<file path="config.mk">
export PLATFORM = sky130hd
export DESIGN_NAME = csr_timer_compare
export DESIGN_NICKNAME = d
export VERILOG_FILES = /design/src/rtl/csr_timer_compare_pkg.sv /design/src/rtl/timer_prescaler.sv /design/src/rtl/csr_timer_compare.sv
export SDC_FILE = /design/constraint.sdc
export NUM_CORES = 1
export LEC_CHECK = 0
export BUFFER_PORTS_ARGS = -buffer_cell sky130_fd_sc_hd__buf_2
export CORE_MARGIN = 1
export CORE_UTILIZATION = 30
export DETAILED_ROUTE_END_ITERATION = 8
export PLACE_DENSITY = 0.57
export SETUP_SLACK_MARGIN = 0.1
export SYNTH_ARGS = -nofsm -noshare
export SYNTH_HDL_FRONTEND = slang
export SYNTH_SLANG_ARGS = --single-unit
export TNS_END_PERCENT = 1
</file>
<file path="constraint.sdc">
create_clock -name clk -period 2.85 [get_ports clk]
set_input_delay 0.1425 -clock clk [delete_from_list [all_inputs] [get_ports clk]]
set_output_delay 0.1425 -clock clk [all_outputs]
set_load 0.01 [all_outputs]
</file>
<file path="src/rtl/csr_timer_compare_pkg.sv">
// Shared CSR layout for the compare timer: control bit positions, prescale field, control struct.
package csr_timer_compare_pkg;

    localparam int CTRL_ENABLE           = 0;
    localparam int CTRL_PERIODIC         = 1;
    localparam int CTRL_IRQ_ENABLE       = 2;
    localparam int CTRL_MATCH_PENDING    = 3;
    localparam int CTRL_OVERFLOW_PENDING = 4;
    localparam int CTRL_PRESCALE_LSB     = 8;
    localparam int CTRL_PRESCALE_MSB     = 15;
    localparam int PRESCALE_WIDTH        = CTRL_PRESCALE_MSB - CTRL_PRESCALE_LSB + 1;

    typedef struct packed {
        logic [PRESCALE_WIDTH-1:0] prescale;
        logic                      overflow_pending;
        logic                      match_pending;
        logic                      irq_enable;
        logic                      periodic;
        logic                      enable;
    } ctrl_t;

    function automatic logic [31:0] pack_ctrl(input ctrl_t c);
        logic [31:0] r;
        r = '0;
        r[CTRL_ENABLE]           = c.enable;
        r[CTRL_PERIODIC]         = c.periodic;
        r[CTRL_IRQ_ENABLE]       = c.irq_enable;
        r[CTRL_MATCH_PENDING]    = c.match_pending;
        r[CTRL_OVERFLOW_PENDING] = c.overflow_pending;
        r[CTRL_PRESCALE_MSB:CTRL_PRESCALE_LSB] = c.prescale;
        return r;
    endfunction

endpackage

</file>
<file path="src/rtl/timer_prescaler.sv">
// Divides qualified ticks: step fires on every (prescale+1)-th advance.
module timer_prescaler
    import csr_timer_compare_pkg::*;
(
    input  logic                      clk,
    input  logic                      rst,
    input  logic                      advance,
    input  logic                      clear,
    input  logic [PRESCALE_WIDTH-1:0] prescale,
    output logic                      step
);

    localparam logic [PRESCALE_WIDTH-1:0] ONE = {{(PRESCALE_WIDTH-1){1'b0}}, 1'b1};

    logic [PRESCALE_WIDTH-1:0] prescale_count;

    assign step = advance && (prescale_count == prescale);

    // clear restarts the interval but does not suppress a step already due this cycle
    always_ff @(posedge clk) begin
        if (rst) begin
            prescale_count <= '0;
        end else if (clear) begin
            prescale_count <= '0;
        end else if (advance) begin
            prescale_count <= step ? '0 : prescale_count + ONE;
        end
    end

endmodule

</file>
<file path="src/rtl/csr_timer_compare.sv">
// CSR-mapped WIDTH-bit timer with compare match, overflow detection and a W1C-pending interrupt.
module csr_timer_compare
    import csr_timer_compare_pkg::*;
#(
    parameter int         WIDTH                 = 64,  // legal 33..64
    parameter logic [11:0] ADDRESS_COUNT_LOWER   = 12'h000,
    parameter logic [11:0] ADDRESS_COUNT_UPPER   = 12'h000,
    parameter logic [11:0] ADDRESS_COMPARE_LOWER = 12'h000,
    parameter logic [11:0] ADDRESS_COMPARE_UPPER = 12'h000,
    parameter logic [11:0] ADDRESS_CONTROL       = 12'h000
) (
    input  logic             clk,
    input  logic             rst,
    input  logic             csrWriteEnable,
    input  logic [11:0]      csrWriteAddress,
    input  logic [31:0]      csrWriteData,
    input  logic             csrReadEnable,
    input  logic [11:0]      csrReadAddress,
    output logic [31:0]      csrReadData,
    output logic             csrRequestOutput,
    input  logic             count,
    output logic [WIDTH-1:0] value,
    output logic             timerInterrupt
);

    localparam logic [WIDTH-1:0] COUNT_ONE = {{(WIDTH-1){1'b0}}, 1'b1};

    logic [WIDTH-1:0] counter;
    logic [WIDTH-1:0] compare;
    ctrl_t            ctrl;
    logic             step;

    wire wr_cnt_lo = csrWriteEnable && (csrWriteAddress == ADDRESS_COUNT_LOWER);
    wire wr_cnt_hi = csrWriteEnable && (csrWriteAddress == ADDRESS_COUNT_UPPER);
    wire wr_cmp_lo = csrWriteEnable && (csrWriteAddress == ADDRESS_COMPARE_LOWER);
    wire wr_cmp_hi = csrWriteEnable && (csrWriteAddress == ADDRESS_COMPARE_UPPER);
    wire wr_ctrl   = csrWriteEnable && (csrWriteAddress == ADDRESS_CONTROL);
    wire cnt_write = wr_cnt_lo || wr_cnt_hi;

    timer_prescaler u_prescaler (
        .clk      (clk),
        .rst      (rst),
        .advance  (ctrl.enable && count),
        .clear    (wr_ctrl),
        .prescale (ctrl.prescale),
        .step     (step)
    );

    // a software write to the counter swallows the step and any event it would raise
    wire step_eff = step && !cnt_write;
    wire is_equal = (counter == compare);
    wire match    = step_eff && is_equal;
    wire overflow = step_eff && !is_equal && (&counter);

    always_ff @(posedge clk) begin
        if (rst) begin
            counter <= '0;
            compare <= '1;
            ctrl    <= '{prescale: '0, overflow_pending: 1'b0, match_pending: 1'b0,
                         irq_enable: 1'b0, periodic: 1'b0, enable: 1'b1};
        end else begin
            if (cnt_write) begin
                if (wr_cnt_lo) counter[31:0]       <= csrWriteData;
                if (wr_cnt_hi) counter[WIDTH-1:32] <= csrWriteData[WIDTH-33:0];
            end else if (step) begin
                counter <= (match && ctrl.periodic) ? '0 : counter + COUNT_ONE;
            end
            if (wr_cmp_lo) compare[31:0]       <= csrWriteData;
            if (wr_cmp_hi) compare[WIDTH-1:32] <= csrWriteData[WIDTH-33:0];
            if (wr_ctrl) begin
                ctrl.enable     <= csrWriteData[CTRL_ENABLE];
                ctrl.periodic   <= csrWriteData[CTRL_PERIODIC];
                ctrl.irq_enable <= csrWriteData[CTRL_IRQ_ENABLE];
                ctrl.prescale   <= csrWriteData[CTRL_PRESCALE_MSB:CTRL_PRESCALE_LSB];
            end
            // set events beat a same-cycle write-one-to-clear
            ctrl.match_pending <= match ||
                (ctrl.match_pending && !(wr_ctrl && csrWriteData[CTRL_MATCH_PENDING]));
            ctrl.overflow_pending <= overflow ||
                (ctrl.overflow_pending && !(wr_ctrl && csrWriteData[CTRL_OVERFLOW_PENDING]));
        end
    end

    logic [31:0] count_upper;
    logic [31:0] compare_upper;

    always_comb begin
        count_upper                 = '0;
        compare_upper               = '0;
        count_upper[WIDTH-33:0]     = counter[WIDTH-1:32];
        compare_upper[WIDTH-33:0]   = compare[WIDTH-1:32];
    end

    always_comb begin
        csrReadData      = '0;
        csrRequestOutput = 1'b0;
        if (csrReadEnable) begin
            csrRequestOutput = 1'b1;
            if (csrReadAddress == ADDRESS_COUNT_LOWER)        csrReadData = counter[31:0];
            else if (csrReadAddress == ADDRESS_COUNT_UPPER)   csrReadData = count_upper;
            else if (csrReadAddress == ADDRESS_COMPARE_LOWER) csrReadData = compare[31:0];
            else if (csrReadAddress == ADDRESS_COMPARE_UPPER) csrReadData = compare_upper;
            else if (csrReadAddress == ADDRESS_CONTROL)       csrReadData = pack_ctrl(ctrl);
            else                                              csrRequestOutput = 1'b0;
        end
    end

    assign value          = counter;
    assign timerInterrupt = ctrl.irq_enable && (ctrl.match_pending || ctrl.overflow_pending);

endmodule

</file>
==> flow_metrics.tcl, run 1 <==
set metrics [dict create \
    final_net_count 1200 \
    tns_ns 0 \
    timing.rr.end "value[29]" \
    wire_per_inst_um 20.4 \
    p_per_area_mw_per_mm2 475 \
    path_class "reg -> reg" \
    fp.coreArea_mm2 0.0221 \
    cts_root_buf "clkbuf_16" \
    r2r_start "compare[51]" \
    crit_fanout 12 \
    die_area_mm2 0.0234 \
    power_leakage_nw 3.82 \
    regToRegSetupSlack_ns 0.1 \
    seqCellArea_mm2 0.00232 \
    hold_path.class "in -> reg" \
    syn2layout_area_growth_pct 35.4 \
    cts.clk_slew.worst_paths_ns 0.06 \
    globalRoute.totalOverflow 0 \
    nFillCells 2316 \
    ys_types 66 \
    drv_slew 0 \
    critPathRequiredTime_ns 3.15 \
    boundaryPins 159 \
    setup_ws_ns 0.0980 \
    syn_nets 981 \
    mostFrequentLayoutCells "158 x buf_2, 116 x nand2_1, 115 x dfxtp_1" \
    placed_area_mm2 0.00838 \
    vias_per_cell 5.61 \
    layout_commonest_cell "buf_2" \
    endpoint "value[29]" \
    fin_crit_sh_pct 96.6 \
    rsz0062_at_grt "true" \
    io_buffers 158 \
    yosysSeqAreaShare_pct 33.9 \
    wl_um 29200 \
    die_w_um 153 \
    clk_path_buf_depth 2 \
    critPathLaunchType "flip-flop" \
    period_minus_slack_ns 2.75 \
    setup_viol 0 \
    worst_pin_slew_ns 0.841 \
    avgSynthCellArea_um2 7.46 \
    globalplace.congestion 0.955 \
    fmax_ghz 0.363 \
    yosys_warnings 0 \
    crit_arrival_ns 3.05 \
    hpwlAfterDp_um 22000 \
    grt_pass1_wl_um 43900 \
    status "complete, no violations" \
    drtIter0Drc 748 \
    cts_buffers 17 \
    final_antenna_net_count 0 \
    synthArstFlopShare_pct 0 \
    diodes 0 \
    remaining_drc_errors 0 \
    initial_utilization_pct 31.0 \
    grt_usage_pct 24.7 \
    fp.dieH_um 153 \
    hold_viol 0 \
    multi_input_area_mm2 0.00425 \
    htree_levels 4 \
    design_area_mm2 0.00928 \
    ys_ff_latch 116 \
    antenna_found_initial 0 \
    layout-drive-gt1-share_pct 25.6 \
    grt_max_degree 74 \
    synth_area_mm2 0.00685 \
    cts_sinks 116 \
    worstRegToRegCells 9 \
    max_slew_margin_pct 43.8 \
    worstSetupStartpoint "compare[51]" \
    place_ws_ns 0.0572 \
    skew_ns 0.00846 \
    grt_pass1_vias 7300 \
    peakVddDrop_uv 320 \
    num_vias 8022 \
    rows 54 \
    cts_tree "built" \
    drv_cap 0 \
    synth_cells 918 \
    drt_first_pass_iters 5 \
    synth_edf_count 0 \
    synth_ff_type "dfxtp_1" \
    endpoint_kind "flip-flop" \
    clk_latency_ns 0.43 \
]
## registers in the layout, indices dropped and copies added (netlist names)
signal	cells
u_prescaler.prescale_count	8
value	64
ctrl	12
compare	32
## cells by family (layout without fill, tap and decap cells)
| logic type | count (synthesis) | after routing | synth area share (%) |
|---|---|---|---|
| AND/OR/NAND/NOR | 420 | 420 | 32.0 |
| AO/OA/AOI/OAI | 243 | 243 | 21.7 |
| flip-flops | 116 | 116 | 33.9 |
| buffers and inverters | 79 | 311 | 4.53 |
| XOR/XNOR | 55 | 55 | 7.03 |
| multiplexers | 3 | 3 | 0.475 |
| adder cells (fa/ha/maj) | 2 | 2 | 0.365 |
## per-layer routing
metal | share of wire, % | GRT usage (%) | vias to the layer above
met5 | 0 | 0 | -
met4 | 2.2 | 8.56 | 0
met3 | 7.4 | 3.91 | 42
met2 | 46 | 39.2 | 388
met1 | 45 | 33.7 | 3788
li1 | - | - | 3804
## worst min path at each step
stage	end	startpoint	cells past startpoint
after CTS	compare[42]	csrWriteData[10]	3
after global placement	compare[59]	csrWriteData[27]	3
after floorplan	compare[53]	csrWriteData[21]	2
final	compare[42]	csrWriteData[10]	3
after global routing	compare[42]	csrWriteData[10]	3
after detailed placement	compare[53]	csrWriteData[21]	3
## critical path, stage by stage, from the launching register on
cell      delay (ns)
dfxtp_1         0.35
xnor2_1         0.32
o211ai_1        0.24
or4_4           0.57
nor4_4          0.33
buf_6           0.21
a21oi_2         0.07
buf_4           0.24
a41oi_1         0.19
a21oi_1         0.09
## synthesized netlist by cell type (2+ instances only)
library cell / number / share of area, %
a2111oi_0: 2 / 0.26
a211oi_1: 6 / 0.66
a21boi_0: 7 / 0.77
a21boi_1: 4 / 0.44
a21oi_1: 80 / 5.8
a22oi_1: 4 / 0.44
a31oi_1: 26 / 2.4
a41oi_1: 4 / 0.51
and2_1: 39 / 3.6
and3_1: 27 / 2.5
and4_1: 6 / 0.77
buf_1: 6 / 0.33
buf_2: 11 / 0.80
clkbuf_1: 44 / 2.4
dfxtp_1: 116 / 34
ha_1: 2 / 0.37
inv_1: 18 / 0.99
nand2_1: 116 / 6.4
nand3_1: 39 / 2.8
nand3b_1: 2 / 0.22
nand4_1: 32 / 2.9
nand4b_1: 2 / 0.26
nor2_1: 61 / 3.3
nor3_1: 37 / 2.7
nor4_1: 25 / 2.3
nor4_4: 2 / 0.62
nor4b_1: 3 / 0.38
o211a_1: 2 / 0.29
o211ai_1: 5 / 0.55
o21a_1: 3 / 0.33
o21ai_0: 40 / 2.9
o21ai_1: 15 / 1.1
o22ai_1: 15 / 1.4
o31ai_1: 12 / 1.3
o41a_1: 2 / 0.33
or2_2: 2 / 0.18
or3_1: 13 / 1.2
or4_1: 7 / 0.77
xnor2_1: 7 / 0.89
xor2_1: 48 / 6.1
## per-stage QoR
| stage | power, mW | cells | hold slack, ns | util [%] |
|---|---|---|---|---|
| 2_1_floorplan | 1.82 | 918 | 0.254 | - |
| 3_3_place_gp | 2.00 | 1376 | 0.365 | 37.9 |
| 3_5_place_dp | 2.00 | 1376 | 0.372 | 37.9 |
| 4_1_cts | 4.42 | 1429 | 0.00561 | 41.9 |
| 5_1_grt | 4.52 | 1430 | 0.0269 | 42.0 |
| 6_report | 4.41 | 1430 | 0.0138 | 42.0 |
## repair_timing
| item | 4_1_cts | 5_1_grt |
|---|---|---|
| hold buffers | 21 | 0 |
| setup endpoints to repair | 9 | 30 |
| pin swaps | 0 | 1 |
| endpoints found under the hold margin | 23 | 0 |
| gates resized for setup | 1 | 4 |
| setup buffers | 0 | 1 |
## where the power goes
group	leakage, nW	internal, mW	switching [mW]
clock network	0.315	1.59	0.824
logic	2.57	0.123	0.210
registers	0.938	1.64	0.0235
total	3.82	3.35	1.06
## layout make-up
class	count	area share, %
tap	280	3.78
timing repair buffer	261	17.6
clock inverter	13	2.21
inverter	18	0.728
sequential	116	25.0
multi-input combinational	723	45.8
clock buffer	19	4.88
No activity file was read; power rests on OpenSTA's default activity.
==> inputs of run 2 (changes only) <==
ABC_AREA = 1   (was default)
PLACE_DENSITY = 0.56   (was 0.57)
==> flow_metrics.tcl, run 2 <==
set metrics [dict create \
    critPathLaunchType "flip-flop" \
    wire_per_inst_um 19.7 \
    hold_ws_ns 0.00553 \
    drv_slew 0 \
    antenna_found_initial 1 \
    die_area_mm2 0.0278 \
    final_net_count 1630 \
    layout_commonest_cell "nand2_1" \
    crit_fanout 33 \
    synth_compound_area_share_pct 13.0 \
    clk_path_buf_depth 2 \
    io_buffers 158 \
    synthArstFlopShare_pct 0 \
    clk_latency_ns 0.44 \
    globalplace.congestion 1.02 \
    wl_um 37700 \
    max_slew_margin_pct 59.6 \
    hold_path.class "in -> reg" \
    use_met3_pct 6.75 \
    syn2layout_area_growth_pct 25.3 \
    grt_use_met1_pct 36.1 \
    grt_pass1_wl_um 57000 \
    die_w_um 167 \
    synth_common_cells "371 x nand2_1, 207 x nor2_1, 173 x inv_1, 116 x dfxtp_1, 106 x nand3_1" \
    period_minus_slack_ns 2.61 \
    final_antenna_net_count 0 \
    fin_crit_sh_pct 91.7 \
    fp.dieH_um 167 \
    placed_area_mm2 0.00950 \
    endpoint_kind "flip-flop" \
    htree_levels 4 \
    yosysTopAreaCellShare_pct 28.5 \
    worst_pin_slew_ns 0.603 \
    yosys_warnings 0 \
    setup_ws_ns 0.237 \
    drt_first_pass_iters 6 \
    vias_per_cell 5.24 \
    rsz0062_at_grt "true" \
    remaining_drc_errors 0 \
    synthXorXnorAreaFrac_pct 5.16 \
    synth-simple-area-share_pct 41.4 \
    synth_area_mm2 0.00815 \
    ys_ff_latch 116 \
    skew_ns 0.0181 \
    hpwlAfterDp_um 29500 \
    design_area_mm2 0.0102 \
    tns_ns 0 \
    post_cts_buffers 0 \
    cts_buffers 17 \
    fp.coreArea_mm2 0.0264 \
    grt.busiest_layer "met2" \
    critPathRequiredTime_ns 3.18 \
    hold_viol 0 \
    synth_ff_type "dfxtp_1" \
    cts_tree "built" \
    stdcell_count 1915 \
    ys_types 40 \
    yosysMostFrequentCell "nand2_1" \
    layout-drive-gt1-share_pct 17.4 \
    nFillCells 2930 \
    synth_largest_area_cell "dfxtp_1" \
    mostFrequentLayoutCells "371 x nand2_1, 205 x nor2_1, 172 x inv_1" \
    ys_top_cells_by_area "dfxtp_1 29%, nand2_1 17%, nor2_1 9.5%" \
    place_ws_ns 0.126 \
    syn_nets 1447 \
    cts_root_buf "clkbuf_16" \
    cts_sinks 116 \
    num_vias 10030 \
    seqCellArea_mm2 0.00232 \
    cts.clk_slew.worst_paths_ns 0.07 \
    drv_cap 0 \
    synth_fa_ha_area_share_pct 0.307 \
    grt_usage_pct 27.1 \
    p_per_area_mw_per_mm2 449 \
    peakVddDrop_uv 323 \
    use_met2_pct 42.1 \
    synth_cells 1384 \
    rows 59 \
    synth_edf_count 0 \
    initial_utilization_pct 30.9 \
    drtIter0Drc 943 \
    yosysSeqAreaShare_pct 28.5 \
    path_class "reg -> reg" \
    boundaryPins 159 \
    multi_input_area_mm2 0.00490 \
    crit_arrival_ns 2.94 \
    status "complete, no violations" \
    avgSynthCellArea_um2 5.89 \
    globalRoute.totalOverflow 0 \
    synthMuxAreaShare_pct 0 \
    worstRegToRegCells 14 \
    grt_pass1_vias 9531 \
    dp.cells 1871 \
    largest_reg_flops 64 \
    setup_viol 0 \
    power_leakage_nw 4.74 \
    grt_max_degree 76 \
    synth_top_family_by_area "simple AND/OR/NAND/NOR gates" \
    fmax_ghz 0.383 \
    holdPathStages 3 \
]
run 2: cell count changes in the layout (fill, tap and decap cells not counted), sizes merged, moves of 22 or more:
cell,change
and2,-37
and3,-24
buf,-35
inv,+169
nand2,+256
nand3,+69
nor2,+157
o211ai,+22
run 2: logic make-up after synthesis:
| group | count (synthesis) |
|---|---|
| buffers and inverters | 241 |
| XOR/XNOR | 48 |
| AND/OR/NAND/NOR | 785 |
| AO/OA/AOI/OAI | 192 |
| adder cells (fa/ha/maj) | 2 |
| flip-flops | 116 |
run 2: metrics by stage:
stage                     util [%]  power [mW]
after detailed placement      36.0        2.43
after global routing          38.7        4.72
after CTS                     38.7        4.58
final                         38.7        4.59
after floorplan                  -        2.13
after global placement        36.0        2.42
run 2: critical path, cell delays in order (launching register included):
cell,delay (ns)
dfxtp_1,0.47
inv_1,0.18
nand2_1,0.09
nand2_1,0.05
nor2_1,0.39
nand2_1,0.10
nor2_1,0.12
nand2_1,0.10
nor2_1,0.23
nand4_4,0.15
buf_4,0.29
nand3_1,0.12
nand3_1,0.07
nand2_1,0.08
inv_1,0.03
run 2: final cells by class:
type / instances / share of cell area (%)
antenna: 1 / 0.0245
clock inverter: 9 / 1.02
timing repair buffer: 217 / 12.6
tap: 335 / 4.11
inverter: 188 / 6.91
sequential: 116 / 22.8
multi-input combinational: 1027 / 48.0
clock buffer: 22 / 4.55
run 2: worst paths after layout:
kind | from | end | slack [ns]
max | value[41] | value[27] | 0.24
min | csrWriteData[18] | compare[50] | 0.006
min reg2reg | ctrl[2] | ctrl[2] | 0.48
max reg2reg | value[41] | value[27] | 0.24
run 2: routing by layer:
| layer | up-vias | share of wire, % |
|---|---|---|
| met2 | 499 | 44 |
| met1 | 4635 | 44 |
| li1 | 4814 | - |
| met4 | 0 | 3.3 |
| met3 | 82 | 8.8 |
| met5 | - | 0 |
run 2: what timing repair did:
item,CTS,global route
hold buffers,12,0
gates resized for setup,0,6
endpoints found under the setup margin,0,13
endpoints found under the hold margin,12,0
run 2: power by group:
part	internal [mW]	switching, mW
clock network	1.32	0.848
registers	1.68	0.105
logic	0.235	0.399
total	3.24	1.35
